`config.mk`:
```
export PLATFORM = sky130hd
export DESIGN_NAME = hs32_decode_q
export DESIGN_NICKNAME = d
export VERILOG_FILES = /design/src/rtl/hs32_dec_pkg.sv /design/src/rtl/hs32_decode_fifo.sv /design/src/rtl/hs32_decode_q.sv
export SDC_FILE = /design/constraint.sdc
export NUM_CORES = 1
export LEC_CHECK = 0
export ABC_AREA = 1
export CAP_MARGIN = 20
export CORE_UTILIZATION = 40
export CTS_CLUSTER_DIAMETER = 80
export CTS_CLUSTER_SIZE = 10
export DETAILED_ROUTE_END_ITERATION = 10
export PLACE_DENSITY_LB_ADDON = 0.2
export SYNTH_ARGS = -nofsm -noshare
export SYNTH_HDL_FRONTEND = slang
export SYNTH_SLANG_ARGS = --single-unit
```
`constraint.sdc`:
```
create_clock -name clk -period 2.55 [get_ports clk]
set_input_delay 0.51 -clock clk [delete_from_list [all_inputs] [get_ports clk]]
set_output_delay 0.51 -clock clk [all_outputs]
set_load 0.05 [all_outputs]
```
`src/rtl/hs32_dec_pkg.sv`:
```
// HS32 decode stage shared types: format codes, field widths, decoded entry, decode function.
// Optional build macro: HS32_DECODE_ILLEGAL_TRAP_EN (consumed by hs32_decode_q).
package hs32_dec_pkg;

  localparam int unsigned INSN_W  = 32;
  localparam int unsigned FMT_W   = 3;
  localparam int unsigned ALUOP_W = 4;
  localparam int unsigned RIDX_W  = 4;
  localparam int unsigned SHAMT_W = 5;
  localparam int unsigned IMM_W   = 24;
  localparam int unsigned CTL_W   = 12;

  localparam logic [FMT_W-1:0] FMT_IMM16   = 3'd0;
  localparam logic [FMT_W-1:0] FMT_SHIFT   = 3'd1;
  localparam logic [FMT_W-1:0] FMT_IMM24   = 3'd2;
  localparam logic [FMT_W-1:0] FMT_REG     = 3'd3;
  localparam logic [FMT_W-1:0] FMT_JUMP    = 3'd4;
  localparam logic [FMT_W-1:0] FMT_ILLEGAL = 3'd7;

  typedef struct packed {
    logic [FMT_W-1:0]   fmt;
    logic [ALUOP_W-1:0] aluop;
    logic [RIDX_W-1:0]  regdst;
    logic [RIDX_W-1:0]  regsrc;
    logic [RIDX_W-1:0]  regopd;
    logic [SHAMT_W-1:0] shift;
    logic [IMM_W-1:0]   imm;
    logic [CTL_W-1:0]   ctlsig;
    logic               illegal;
  } dec_entry_t;

  // Split an instruction word into uniform execute fields; unused fields stay 0.
  function automatic dec_entry_t hs32_decode(input logic [INSN_W-1:0] w);
    dec_entry_t d;
    d = '0;
    case (w[31:28])
      4'd0: begin
        d.fmt    = FMT_IMM16;
        d.aluop  = w[27:24];
        d.regdst = w[23:20];
        d.regsrc = w[19:16];
        d.imm    = {8'b0, w[15:0]};
      end
      4'd1: begin
        d.fmt    = FMT_SHIFT;
        d.aluop  = w[27:24];
        d.regdst = w[23:20];
        d.regsrc = w[19:16];
        d.regopd = w[15:12];
        d.shift  = w[11:7];
        d.ctlsig = {5'b0, w[6:0]};
      end
      4'd2: begin
        d.fmt    = FMT_IMM24;
        d.ctlsig = {8'b0, w[27:24]};
        d.imm    = w[23:0];
      end
      4'd3: begin
        d.fmt    = FMT_REG;
        d.aluop  = w[27:24];
        d.regdst = w[23:20];
        d.regsrc = w[19:16];
        d.regopd = w[15:12];
        d.ctlsig = w[11:0];
      end
      4'd4: begin
        d.fmt    = FMT_JUMP;
        d.ctlsig = {8'b0, w[27:24]};
        d.regdst = w[23:20];
        d.aluop  = w[19:16];
        d.imm    = {8'b0, w[15:0]};
      end
      default: begin
        d.fmt     = FMT_ILLEGAL;
        d.illegal = 1'b1;
      end
    endcase
    return d;
  endfunction

endpackage

```
`src/rtl/hs32_decode_fifo.sv`:
```
// Generic synchronous FIFO with registered head output, flush and async active-low reset.
// The head register holds its last value while the queue is empty.
module hs32_decode_fifo #(
  parameter int unsigned WIDTH = 8,
  parameter int unsigned DEPTH = 2
) (
  input  logic             clk,
  input  logic             reset,
  input  logic             flush,
  input  logic             push,
  input  logic             pop,
  input  logic [WIDTH-1:0] wdata,
  output logic [WIDTH-1:0] rdata,
  output logic             ready,
  output logic             valid
);

  localparam int unsigned AW = (DEPTH > 1) ? $clog2(DEPTH) : 1;
  localparam int unsigned CW = AW + 1;

  logic [WIDTH-1:0] mem [DEPTH];
  logic [AW-1:0]    wptr, rptr, wptr_n, rptr_n;
  logic [CW-1:0]    count, count_n;
  logic [WIDTH-1:0] head_n;
  logic             do_push, do_pop;

  // Next pointers, occupancy and head; a push into an empty queue becomes the head directly.
  always_comb begin
    do_push = push && ready;
    do_pop  = pop && valid;
    wptr_n  = wptr + AW'(do_push);
    rptr_n  = rptr + AW'(do_pop);
    count_n = count + CW'(do_push) - CW'(do_pop);
    head_n  = rdata;
    if (count_n != '0) begin
      head_n = (do_push && (rptr_n == wptr)) ? wdata : mem[rptr_n];
    end
  end

  // Storage, pointers, flags and head register.
  always_ff @(posedge clk or negedge reset) begin
    if (!reset) begin
      for (int i = 0; i < int'(DEPTH); i++) mem[i] <= '0;
      wptr  <= '0;
      rptr  <= '0;
      count <= '0;
      rdata <= '0;
      ready <= 1'b1;
      valid <= 1'b0;
    end else if (flush) begin
      wptr  <= '0;
      rptr  <= '0;
      count <= '0;
      ready <= 1'b1;
      valid <= 1'b0;
    end else begin
      if (do_push) mem[wptr] <= wdata;
      wptr  <= wptr_n;
      rptr  <= rptr_n;
      count <= count_n;
      rdata <= head_n;
      ready <= (count_n != CW'(DEPTH));
      valid <= (count_n != '0);
    end
  end

endmodule

```
`src/rtl/hs32_decode_q.sv`:
```
// HS32 decode stage: classifies instruction words and queues decoded fields for execute.
// Optional build macro: HS32_DECODE_ILLEGAL_TRAP_EN -- when defined, illegal words are queued
// and flagged; otherwise they are accepted and dropped, and illegal stays 0.
module hs32_decode_q
  import hs32_dec_pkg::*;
#(
  parameter int unsigned DEPTH = 2,
  parameter int unsigned PC_W  = 32
) (
  input  logic                clk,
  input  logic                reset,
  input  logic                flush,
  input  logic                valid_i,
  output logic                ready_o,
  input  logic [INSN_W-1:0]   instd,
  input  logic [PC_W-1:0]     pc_i,
  output logic                valid_o,
  input  logic                ready_i,
  output logic [FMT_W-1:0]    fmt,
  output logic [ALUOP_W-1:0]  aluop,
  output logic [RIDX_W-1:0]   regdst,
  output logic [RIDX_W-1:0]   regsrc,
  output logic [RIDX_W-1:0]   regopd,
  output logic [SHAMT_W-1:0]  shift,
  output logic [IMM_W-1:0]    imm,
  output logic [CTL_W-1:0]    ctlsig,
  output logic                illegal,
  output logic [PC_W-1:0]     pc_o
);

  localparam int unsigned ENT_W = $bits(dec_entry_t);
  localparam int unsigned Q_W   = ENT_W + PC_W;

  dec_entry_t       dec_c;
  dec_entry_t       head;
  logic             keep_c;
  logic             push_c;
  logic [Q_W-1:0]   qdata;

  // Decode ahead of the queue write; decide whether the word is kept.
  always_comb begin
    dec_c = hs32_decode(instd);
`ifdef HS32_DECODE_ILLEGAL_TRAP_EN
    keep_c = 1'b1;
`else
    keep_c = !dec_c.illegal;
    dec_c.illegal = 1'b0;
`endif
    push_c = valid_i && ready_o && keep_c;
  end

  hs32_decode_fifo #(
    .WIDTH (Q_W),
    .DEPTH (DEPTH)
  ) u_fifo (
    .clk   (clk),
    .reset (reset),
    .flush (flush),
    .push  (push_c),
    .pop   (ready_i),
    .wdata ({dec_c, pc_i}),
    .rdata (qdata),
    .ready (ready_o),
    .valid (valid_o)
  );

  assign {head, pc_o} = qdata;
  assign fmt     = head.fmt;
  assign aluop   = head.aluop;
  assign regdst  = head.regdst;
  assign regsrc  = head.regsrc;
  assign regopd  = head.regopd;
  assign shift   = head.shift;
  assign imm     = head.imm;
  assign ctlsig  = head.ctlsig;
  assign illegal = head.illegal;

endmodule

```
Word level (Yosys, flattened, before mapping). Cells that the tools add are included.

Flip-flop bits (word level): 285. Output and inout port bits: 95.

Add/subtract/negate cells: 4. $lt $le $gt $ge: 3. Eq/ne operators: 6. Muxes and demuxes: 19. Bitwise logic cells: 3. Reductions and logical operators: 15.

Operators by type and width (number): 93-bit 2-to-1 mux (5); 186-bit bitwise mux (1); 93-bit demux with 1-bit select (1); 24-bit case mux with 2 select lines (1); 12-bit case mux with 3 select lines (1); 8-bit case mux with 2 select lines (1); 3-bit case mux with 5 select lines (1); 4-bit by 2-bit == test with 1-bit output (second input constant) (2); 4-bit 2-to-1 mux (2); 1-bit logical AND (6); 2-bit OR reduction (3); 5-bit 2-to-1 mux (1); 5-bit OR reduction (1); 4-bit by 1-bit == test with 1-bit output (second input constant) (1); 4-bit by 3-bit == test with 1-bit output (second input constant) (1); 2-bit >= comparator (second input constant) (2); 4-bit zero test (1); 1-bit 2-to-1 mux (4); 1-bit NOT with 2-bit output (2); 2-bit AND reduction (2); 3-bit OR reduction (1); 1-bit adder (2); 2-bit by 1-bit adder with 2-bit output (1); 2-bit by 1-bit < comparator with 1-bit output (second input constant) (1); 6 further kinds (6).

Depth between registers and ports, before layout.
Depth in word-level cells: 8. Gate-level depth with buffers: 13.

Cells and area by module. A second synthesis with hierarchy kept.

Cell total of the unflattened synthesis: 1773. Area, all modules: 13726.9 um^2.

By module, submodules not included: hs32_decode_fifo (times used 1, cells each 1655, area an instance 13241.4 um^2, seq. area each 7133.1 um^2); hs32_decode_q (times used 1, cells each 118, area an instance 485.5 um^2, seq. area each 0.0 um^2).

Least setup slack after synthesis. Ideal clock, no wire load.

Kind: register -> register. From: register u_fifo.ready. To: register u_fifo.rdata[0]. Setup time: 0.067 ns. Arrival: 2.345 ns. Required time: 2.483 ns. Path slack: 0.139 ns. Cell stages (with the launch flop): 10. Path buffers: 3. Cells stage by stage: dfstp_2 > nand2_1 > nor2_8 > buf_2 > ha_1 > nand2_1 > clkbuf_1 > clkbuf_1 > nand3_1 > nand2_1.

Longest elaborated chain between the ends: 7. Elaborated cells between the ends (all ways): 9. Classes of those cells: 2 x add/sub; 1 x mux; 6 x reduce/logical.

Ends and longest elaborated chain: start, declared (line hs32_decode_fifo.sv:14) `output logic ready,`; start signal, assigned (line hs32_decode_fifo.sv:62) `ready <= (count_n != CW'(DEPTH));`; 1-bit logical AND (2 in a row) (line hs32_decode_q.sv:49) `push_c = valid_i && ready_o && keep_c;`; 1-bit logical AND (*) (line hs32_decode_fifo.sv:29) `do_push = push && ready;`; 2-bit by 1-bit adder with 2-bit output (line hs32_decode_fifo.sv:33) `count_n = count + CW'(do_push) - CW'(do_pop);`; 2-bit by 1-bit subtractor with 2-bit output (line hs32_decode_fifo.sv:33); 2-bit nonzero test (line hs32_decode_fifo.sv:35) `if (count_n != '0) begin`; 2-bit AND reduction (no source line); end signal, assigned (line hs32_decode_fifo.sv:61) `rdata <= head_n;`; end, declared (line hs32_decode_fifo.sv:13) `output logic [WIDTH-1:0] rdata,`.

Every way passes the cells marked *; elsewhere a longest branch is shown, timed or not. A chain may end at the register's enable or synchronous reset.

Final worst setup path.
From: register u_fifo.ready. To: output port ready_o.

RTL lines: end, declared (line hs32_decode_q.sv:14) `output logic ready_o,`.

No word-level cell between the ends.

==> reports/results.tsv <==
metric	value	unit
die area	0.03419	mm^2
Slew @ Worst Pin	0.5898	ns
Clock Skew	0.01728	ns
Max H-tree Level	2	
fillers	3186	
1st-iter DRT viols	956	
residual DRC count	0	
post-place setup slack	-0.1301	ns
normalized max-slew margin	60.56	%
RSZ-0062 raised after global routing	no	
GR Util All Layers	22.75	%
Max VDD drop	0.6195	mV
via count	11726	
Critical Path Fanout Max	2	
crit-path max cell delay	0.80	ns
share of layout cells above drive strength 1	6.996	%
Reg clk slew, reported paths	0.05	ns
maximum clock frequency	422.2	MHz
Net Count, Synth	1757	
Setup TNS	0	ns
Synth cell types	26	
Syn Area/Cell	7.937	um^2
min Tclk post-route	2.369	ns
Design Area, Final	0.01683	mm^2
hold depth	2	
post-route ant nets	0	
Post-Route WL	37.51	mm
Max Slew Vio Count	0	
top post-synthesis cells by area	dfrtp_1 (53%), nand2_1 (15%), nand3_1 (10%)	
Layout Nets	1907	
Clock Latency Late Sink	0.50	ns
Vias/cell	5.123	
clock tree sinks	282	
Row Count	66	
Core ar.	0.03270	mm^2
Mapped Area	0.01338	mm^2
clk buf depth	3	
Post-Syn Instances	1686	
CP Data Required Time	2.04	ns
Levels on crit path	1	
WL per Instance	16.39	um
buffers and inverters on the worst path	1	
cell with the most instances after synthesis	nand2_1	
Reg2Reg Setup Slack	0.48	ns
WP data arrival	1.86	ns
Synth top cells by count	nand2_1 (549), dfrtp_1 (281), nand3_1 (280)	
1st-pass router iterations	7	
largest area contributor in the netlist	dfrtp_1	
TritonCTS Buffers	34	
placer congestion estimate	0.8304	
Crit. End Element	output port	
Slowest cell on crit path	clkdlybuf4s50_1	
PostCTS Resize Cnt	0	
Leak	8.403	nW
sequential element share of the synthesized area	52.74	%
final hold violation count	0	
HP Class	reg2reg	
DP Area	0.01585	mm^2
global-route wire length before repair	61.52	mm
Yosys warning total	0	
Die Height	184.9	um
Cell Chain, Critical Path	clkdlybuf4s50_1	
Power Density	1108	mW/mm^2
TritonCTS clock tree	yes	
GRT overflow	0	
asr flop ratio synth	100.0	%
Setup Crit Path Kind	reg2out	
outcome	finished clean	
largest net degree at the start of global routing	87	
Area Overhead vs Synth	25.80	%
dominant synthesized flop cell	dfrtp_1	
final worst-path cycle share	92.89	%
top cell family by delay on the critical path	buffers and inverters	
antenna violations before repair	3	
final setup fails	0	
Starting Density	40.92	%
HPWL Detailed	24.53	mm
Port Buffer Count	162	
width of the die	184.9	um
CTS Root Buffer Type	clkbuf_16	
R2R cell count	10	
#FFs+latches synth	282	
Yosys top cell area share	52.55	%
IO Pins	164	
Post-synth EDFFs	0	
vias in the first global route	11474	
max cap viols	0	
startpoint types	flip-flop	
Final WS setup	0.1813	ns
[path summary, 6_finish.rpt]
check	startpoint	endpoint
min in group asynchronous	reset	u_fifo.mem[58]
max	u_fifo.ready	ready_o
max in group asynchronous	reset	u_fifo.mem[66]
max reg2reg	u_fifo.ready	u_fifo.rdata[28]
min	u_fifo.mem[2]	u_fifo.mem[2]
min reg2reg	u_fifo.mem[2]	u_fifo.mem[2]
[power by group]
group / switching [W] / internal (W)
logic: 0.00518 / 0.00278
registers: 0.000663 / 0.00559
clock network: 0.00178 / 0.00266
total: 0.00762 / 0.0110
[per-stage QoR]
| step | hold slack [ns] | std cells | total power, W | util [%] |
|---|---|---|---|---|
| after floorplan | 0.2144 | 1686 | 0.01134 | - |
| after global placement | 0.4606 | 2241 | 0.01421 | 48.47 |
| after detailed placement | 0.4687 | 2241 | 0.01431 | 48.47 |
| after CTS | 0.4832 | 2286 | 0.01884 | 51.45 |
| after global routing | 0.4992 | 2288 | 0.01985 | 51.47 |
| final | 0.4801 | 2289 | 0.01865 | 51.48 |
[placed cells by master (no fill, tap or decap), drive strengths merged]
| cell | count |
|---|---|
| clkdlybuf4s50 | 161 |
| a21oi | 5 |
| ha | 2 |
| nand2 | 551 |
| nor2 | 12 |
| dfstp | 1 |
| or2 | 2 |
| conb | 1 |
| diode | 3 |
| nand3 | 281 |
| dfrtp | 281 |
| inv | 151 |
| buf | 72 |
| o21ai | 278 |
| clkbuf | 41 |
| nor3 | 2 |
| bufinv | 2 |
| dlygate4sd3 | 1 |
[repair_timing]
action / in CTS / in global routing
endpoints found under the hold margin: 47 / 0
buffers inserted: 0 / 0
hold buffers: 1 / 0
[cell type report]
type	instances	area, um^2	share of cell area, %
Inverter	150	563.0	3.345
Tap cell	442	553.0	3.285
Clock inverter	3	68.82	0.4088
Timing Repair Buffer	234	2570	15.27
Clock buffer	41	898.4	5.337
Multi-Input combinational cell	1134	5115	30.39
Antenna cell	3	7.507	0.04460
Sequential cell	282	7058	41.93
[state kept, by name, summed over array words and instances (netlist names)]
signal        cells
u_fifo.ready      1
u_fifo.wptr       1
u_fifo.count      2
u_fifo.rptr       1
u_fifo.valid      1
u_fifo.mem      184
u_fifo.rdata     92
[per-layer routing]
| metal | part of all wire [%] | wire length (um) | vias up | track usage [%] |
|---|---|---|---|---|
| li1 | - | - | 5720 | - |
| met1 | 46 | 17130 | 5584 | 31.57 |
| met2 | 45 | 17040 | 362 | 35.58 |
| met3 | 6.7 | 2511 | 60 | 4.326 |
| met4 | 2.2 | 829 | 0 | 7.769 |
| met5 | 0 | 0 | - | 0 |
[cells by family after synthesis]
family,Yosys count,synth area share [%]
compound gates,283,10.64
fa+ha+maj,2,0.1870
buf+inv,270,9.490
flops,282,52.74
other cells,1,0.02802
simple gates,848,26.91
(Power assumes the default switching activity.)
